$ cat src/rtl/counter_sequencer.sv
// counter_sequencer: sequences LOAD/COUNT commands onto an external 4-bit counter and checks the result.
module counter_sequencer #(
    parameter bit CHECK_EN = 1'b1
) (
    input  logic       clk,
    input  logic       reset,
    input  logic       cmd_valid,
    output logic       cmd_ready,
    input  logic       cmd_op,
    input  logic [3:0] cmd_data,
    input  logic [3:0] cnt_q,
    output logic       cnt_enb,
    output logic       cnt_modo,
    output logic [3:0] cnt_data,
    output logic       busy,
    output logic       done,
    output logic [3:0] result,
    output logic       err
);
    typedef enum logic [1:0] {IDLE, LOAD, COUNT, CHECK} state_t;
    state_t     state;
    logic [3:0] step_q, exp_q, result_q;
    always_ff @(posedge clk)
        if (reset) begin
            state    <= IDLE;
            step_q   <= 4'd0;
            result_q <= 4'd0;
        end else
            case (state)
                IDLE:
                    if (cmd_valid && cmd_ready) begin
                        step_q <= cmd_data;
                        exp_q  <= cmd_op ? cnt_q + cmd_data : cmd_data;
                        state  <= !cmd_op ? LOAD : (cmd_data != 4'd0 ? COUNT : CHECK);
                    end
                LOAD: state <= CHECK;
                COUNT: begin
                    step_q <= step_q - 4'd1;
                    if (step_q == 4'd1) state <= CHECK;
                end
                CHECK: begin
                    result_q <= cnt_q;
                    state    <= IDLE;
                end
            endcase
    // Outputs are gated by reset so an abort takes effect in the very cycle reset rises.
    always_comb begin
        cmd_ready = !reset && state == IDLE;
        busy      = !reset && state != IDLE;
        cnt_enb   = !reset && (state == LOAD || state == COUNT);
        cnt_modo  = !reset && state == LOAD;
        cnt_data  = (!reset && state == LOAD) ? step_q : 4'd0;
        done      = !reset && state == CHECK;
        err       = done && CHECK_EN && cnt_q != exp_q;
        result    = done ? cnt_q : result_q;
    end
endmodule

$ cat config.mk
export PLATFORM = sky130hd
export DESIGN_NAME = counter_sequencer
export DESIGN_NICKNAME = d
export VERILOG_FILES = /design/src/rtl/counter_sequencer.sv
export SDC_FILE = /design/constraint.sdc
export NUM_CORES = 1
export LEC_CHECK = 0
export ABC_CLOCK_PERIOD_IN_PS = 1810
export CAP_MARGIN = 20
export CORE_ASPECT_RATIO = 1.4
export CORE_MARGIN = 1
export CORE_UTILIZATION = 49
export DETAILED_ROUTE_END_ITERATION = 8
export PLACE_DENSITY = 0.79
export SLEW_MARGIN = 20
export SYNTH_ARGS = -nofsm -noshare
export SYNTH_HDL_FRONTEND = slang
export SYNTH_SLANG_ARGS = --single-unit
$ cat constraint.sdc
create_clock -name clk -period 1.81 [get_ports clk]
set_clock_uncertainty 0.2 [all_clocks]
set_input_delay 0.2715 -clock clk [delete_from_list [all_inputs] [get_ports clk]]
set_output_delay 0.2715 -clock clk [all_outputs]
set_load 0.005 [all_outputs]
### After elaboration in Yosys (flattened, before gate mapping)

Index checks and enable logic that the tools add are counted.

| storage, ports and cells | value |
|---|---|
| bits in writable memories | 0 |
| memories kept | 0 |
| bits in latches | 0 |
| output and inout port bits | 14 |
| bits in registers | 14 |
| bits in read-only memories | 0 |
| word-level logic and storage cells | 40 |
| bits of input ports | 12 |

| operators by class | value |
|---|---|
| reductions and logical operators | 16 |
| add/subtract/negate cells | 2 |
| eq/ne operators | 7 |
| $mul | 0 |
| divide/modulo/power cells | 0 |
| bitwise logic cells | 1 |
| shifts and indexed selects | 0 |
| order comparisons | 0 |
| muxes and demuxes | 10 |

Operators with widths:

| cell | number |
|---|---|
| 4-bit two-way mux | 4 |
| 2-bit one-hot mux with 4 select lines | 1 |
| 4-bit one-hot mux with 2 select lines | 1 |
| 1-bit logical AND | 7 |
| 2-bit two-way mux | 3 |
| 4-bit adder | 1 |
| 2-bit == test, second input constant | 2 |
| 4-bit by 1-bit == test with 1-bit output, second input constant | 1 |
| 2-bit inequality test, second input constant | 2 |
| 4-bit inequality test | 1 |
| 2-bit AND reduction | 2 |
| 2-bit nonzero test | 2 |
| 4-bit nonzero test | 1 |
| 4-bit by 1-bit subtractor with 4-bit output, second input constant | 1 |
| 3-bit AND reduction | 1 |
| 2-bit by 1-bit == test with 1-bit output, second input constant | 1 |
| 2-bit logical NOT | 1 |
| 1-bit logical NOT | 1 |
| 1-bit logical OR | 1 |
| 1-bit two-way mux | 1 |
| 1-bit inverter | 1 |

### Longest topological paths before layout

Gate-level depths: netlist of the first run.

| depth | value |
|---|---|
| depth in word-level cells | 5 |
| depth in mapped cells | 7 |
| gate-level depth less buffers | 6 |

### Worst setup path after synthesis of the first run

Ideal clock, no wire load.

| timing path | value |
|---|---|
| path type | reg2out |
| start | register state[0] |
| end | output port result[0] |
| required time | 1.339 ns |
| path buffers | 2 |
| arrival | 1.250 ns |
| slack | 0.088 ns |
| stages on the path, launching flop included | 6 |
| cells stage by stage | dfxtp_1 -> ha_1 -> buf_2 -> nor2b_1 -> buf_2 -> mux2_2 |

| between the ends | value |
|---|---|
| longest elaborated chain between the ends | 3 |

Ends and longest elaborated chain:

| item | line | RTL |
|---|---|---|
| start, declared | 21 | `state_t state;` |
| start signal, assigned | 34 | `state <= !cmd_op ? LOAD : (cmd_data != 4'd0 ? COUNT : CHECK);` |
| 2-bit == test | 53 | `done = !reset && state == CHECK;` |
| 1-bit logical AND | 53 |  |
| via done | 16 | `output logic done,` |
| 4-bit two-way mux | 55 | `result = done ? cnt_q : result_q;` |
| end, declared | 17 | `output logic [3:0] result,` |

The timed path passes the listed nets, and every way through them passes these cells.

### Final worst setup path of the first run

| timing path | value |
|---|---|
| start | register state[1] |
| end | output port result[3] |

| between the ends | value |
|---|---|
| longest elaborated chain between the ends | 3 |

Ends and longest elaborated chain:

| item | line |
|---|---|
| 2-bit == test | 53 |
| 1-bit logical AND | 53 |
| 4-bit two-way mux | 55 |

Every way passes these cells.

==> flow_summary_export.csv, run 1 <==
group,metric,value,unit
synthesis,synth_common_cells,"inv_1, dfxtp_1, ha_1",
critical_path,arrival,1.50,ns
synthesis,avgSynthCellArea,9.51,µm²
clocking,clk_path_buf_depth,2,
synthesis,syn_area,0.00112,mm²
clocking,h-tree-depth,1,
clocking,cts_tree,"yes",
global_routing,grt_antenna_before_repair,0,
critical_path,critPathKind,"flop to output port",
synthesis,syn-instance-count,118,
floorplanning,fp.dieH,58.6,µm
power_and_ir_drop,cellPowerDensity,967,mW/mm²
cells_and_area,seq_area,328,µm²
synthesis,seq_area_frac_synth,28.5,%
place,place.gp.congestion,0.795,
hold_path,hold_class,"input port to flop",
hold_path,min_from,"reset",
timing,fmax,0.507,GHz
global_routing,grt_pass1_wl,5000,µm
power_and_ir_drop,p_leak,0.792,nW
synthesis,synth_area_leaders,"dfxtp_1, edfxtp_1, ha_1",
synthesis,synthFlopType,"dfxtp_1",
detailed_routing,vias,1120,
detailed_routing,drc_errors,0,
cells_and_area,fillCellCount,131,
detailed_routing,wl_per_cell,16.6,µm
floorplanning,dieArea,0.00249,mm²
clocking,clk_latency,0.29,ns
floorplanning,ios,26,
timing,fin_ws,-0.164,ns
global_routing,grt_pass1_vias,1147,
detailed_routing,wirelength,3290,µm
clocking,hold_buffers,0,
cells_and_area,nNetsFinal,199,
synthesis,ys_async_sr_fraction,0,%
clocking,cts_sinks,14,
global_routing,grt_max_degree,11,
detailed_routing,drt-pass1-iter-count,4,
critical_path,required,1.34,ns
synthesis,ys_ff_latch,14,
floorplanning,fp.coreArea,0.00218,mm²
cells_and_area,n_antenna_cell,0,
detailed_routing,drt.antenna.violating_nets,0,
detailed_routing,drt_iter0_drc,13,
place,hpwl,2170,µm
place,dp_cells,185,
timing,hold_viol,0,
hold_path,min_to,"result_q[1]$_SDFFE_PP0N_",
power_and_ir_drop,finalPower,1.71,mW
floorplanning,die_width,42.5,µm
critical_path,reg2reg_depth,7,
place,place_area,0.00158,mm²
timing,finalMaxSlewViolations,0,
cells_and_area,drive_gt1_share,46.0,%
synthesis,synth.distinct_cells,41,
place,post-place-ws,-0.491,ns
cells_and_area,multiInputGateArea,815,µm²
power_and_ir_drop,ir_drop,0.000690,V
timing,slew-limit-headroom,77.6,%
floorplanning,initial_utilization,51.6,%
place,io_buffers,25,
detailed_routing,post_drt_via_cell_ratio,5.66,
synthesis,yosysWarnings,0,
job,maxCapViolCount,0,
clocking,cts_root_buf,"clkbuf_4",
timing,finalCritPeriodShare,109,%
cells_and_area,finalInstanceArea,0.00177,mm²
outcome,status,"complete, but fails checks",
critical_path,crit_path_start_kind,"flop",
cells_and_area,syn2layout_area_growth,58.1,%
critical_path,cp_max_fo,3,
critical_path,reg2reg_from,"state[0]$_SDFFE_PP0P_",
hold_path,min_path_cells,3,
timing,rsz0062_at_grt,"true",
critical_path,end_kind,"output port",
global_routing,gr-usage-all-layers,27.0,%
synthesis,synth_top_area_share,17.8,%
synthesis,synthesis.nets,140,
timing,setup_viol,10,
timing,tightest_slew,0.332,ns
critical_path,rr_endpoint,"step_q[1]$_SDFFE_PP0P_",
clocking,numCtsBuffers,3,
outcome,failed_checks,"negative setup slack",
timing,fin_crit,1.97,ns
synthesis,synth_top_area_cell,"dfxtp_1",
synthesis,synth.most_common_cell,"inv_1",
global_routing,gr-total-overflow,0,
floorplanning,rows,20,
clocking,clk_pin_slew,0.09,ns
critical_path,r2r_slack,0.10,ns
synthesis,synth_edf_count,4,
cells_and_area,fin_cells,198,
==> kinds of logic after synthesis <==
logic type	after synthesis	share of synthesized area, %
compound gates	23	16.6
xor+xnor	5	3.90
simple gates	35	19.8
fa+ha+maj	10	11.8
mux	12	11.4
flops	14	28.5
buf+inv	19	7.91
==> worst max-delay path: stages, from the launching register on <==
cell and delay [ns]:
dfxtp_4 0.38, ha_4 0.13, nor2b_4 0.17, buf_6 0.12
mux2_4 0.30, buf_6 0.11
==> report_power, final <==
part           internal (mW)  switching (mW)  leakage [nW]
logic                  0.580           0.460         0.657
registers              0.408          0.0681         0.120
clock network         0.0859           0.113        0.0150
total                   1.07           0.641         0.792
==> how the worst max path moves through the flow <==
stage / startpoint / endpoint / cells past startpoint
after floorplan: state[0]$_SDFFE_PP0P_ / result[0] / 5
after global placement: reset / cnt_data[2] / 5
after detailed placement: reset / cnt_data[1] / 5
after CTS: state[1]$_SDFFE_PP0P_ / result[0] / 6
after global routing: state[1]$_SDFFE_PP0P_ / result[3] / 5
final: state[1]$_SDFFE_PP0P_ / result[3] / 5
==> layout by cell type (no fill, tap or decap), types with 4 or more instances in the layout <==
cell	synthesis	layout
ha_4	0	4
buf_6	1	11
dlygate4sd2_1	0	6
nand3b_1	4	4
nor2_1	7	7
nand2b_1	6	6
inv_1	11	8
and2_4	0	4
mux2i_1	6	6
buf_4	1	29
clkdlybuf4s50_1	0	4
xor2_1	4	4
buf_2	5	4
edfxtp_1	4	4
dfxtp_1	10	8
nand3_1	5	5
mux2_4	0	4
==> sequential cells by signal, summed over array words and instances, names as in the netlist <==
| name | cells |
|---|---|
| exp_q | 4 |
| result_q | 4 |
| step_q | 4 |
| state | 2 |
==> through the flow <==
| stage | setup TNS [ns] | hold WS (ns) | utilization, % |
|---|---|---|---|
| after global routing | -1.78 | 0.231 | 81.5 |
| after detailed placement | -8.40 | 0.291 | 72.4 |
| after CTS | -1.95 | 0.308 | 80.2 |
| final | -1.20 | 0.245 | 81.5 |
| after floorplan | 0 | 0.218 | - |
| after global placement | -8.04 | 0.271 | 72.4 |
==> per-layer routing <==
metal  share of wire [%]  wire, µm  global-route usage, %  vias to the layer above
li1                    -         -                      -                      538
met1                  38      1240                   25.6                      525
met2                  55      1820                   53.8                       44
met3                 3.5       114                   3.37                       13
met4                 3.6       119                   15.2                        0
met5                   0         0                      0                        -
==> final cells by class <==
| cell class | instances | share of cell area, % |
|---|---|---|
| Inverter | 11 | 2.33 |
| Sequential cell | 14 | 18.5 |
| Timing Repair Buffer | 62 | 30.3 |
| Clock buffer | 4 | 1.48 |
| Tap cell | 22 | 1.55 |
| Multi-Input combinational cell | 85 | 45.9 |
==> repair_timing <==
action,4_1_cts,5_1_grt
resized for setup,79,21
endpoints found under the setup margin,21,22
pin swaps,6,4
buffers inserted,10,0
Note: power is estimated with default switching activity, not from simulation.
==> run 2: changes to the inputs <==
--- a/config.mk
+++ b/config.mk
@@ -12,7 +12,7 @@
 export CORE_UTILIZATION = 49
 export DETAILED_ROUTE_END_ITERATION = 8
 export PLACE_DENSITY = 0.79
-export SLEW_MARGIN = 20
+export SLEW_MARGIN = 25
 export SYNTH_ARGS = -nofsm -noshare
 export SYNTH_HDL_FRONTEND = slang
 export SYNTH_SLANG_ARGS = --single-unit
==> results of run 2 <==
Same layout as run 1: the final DEF is identical, and so are final timing and power.
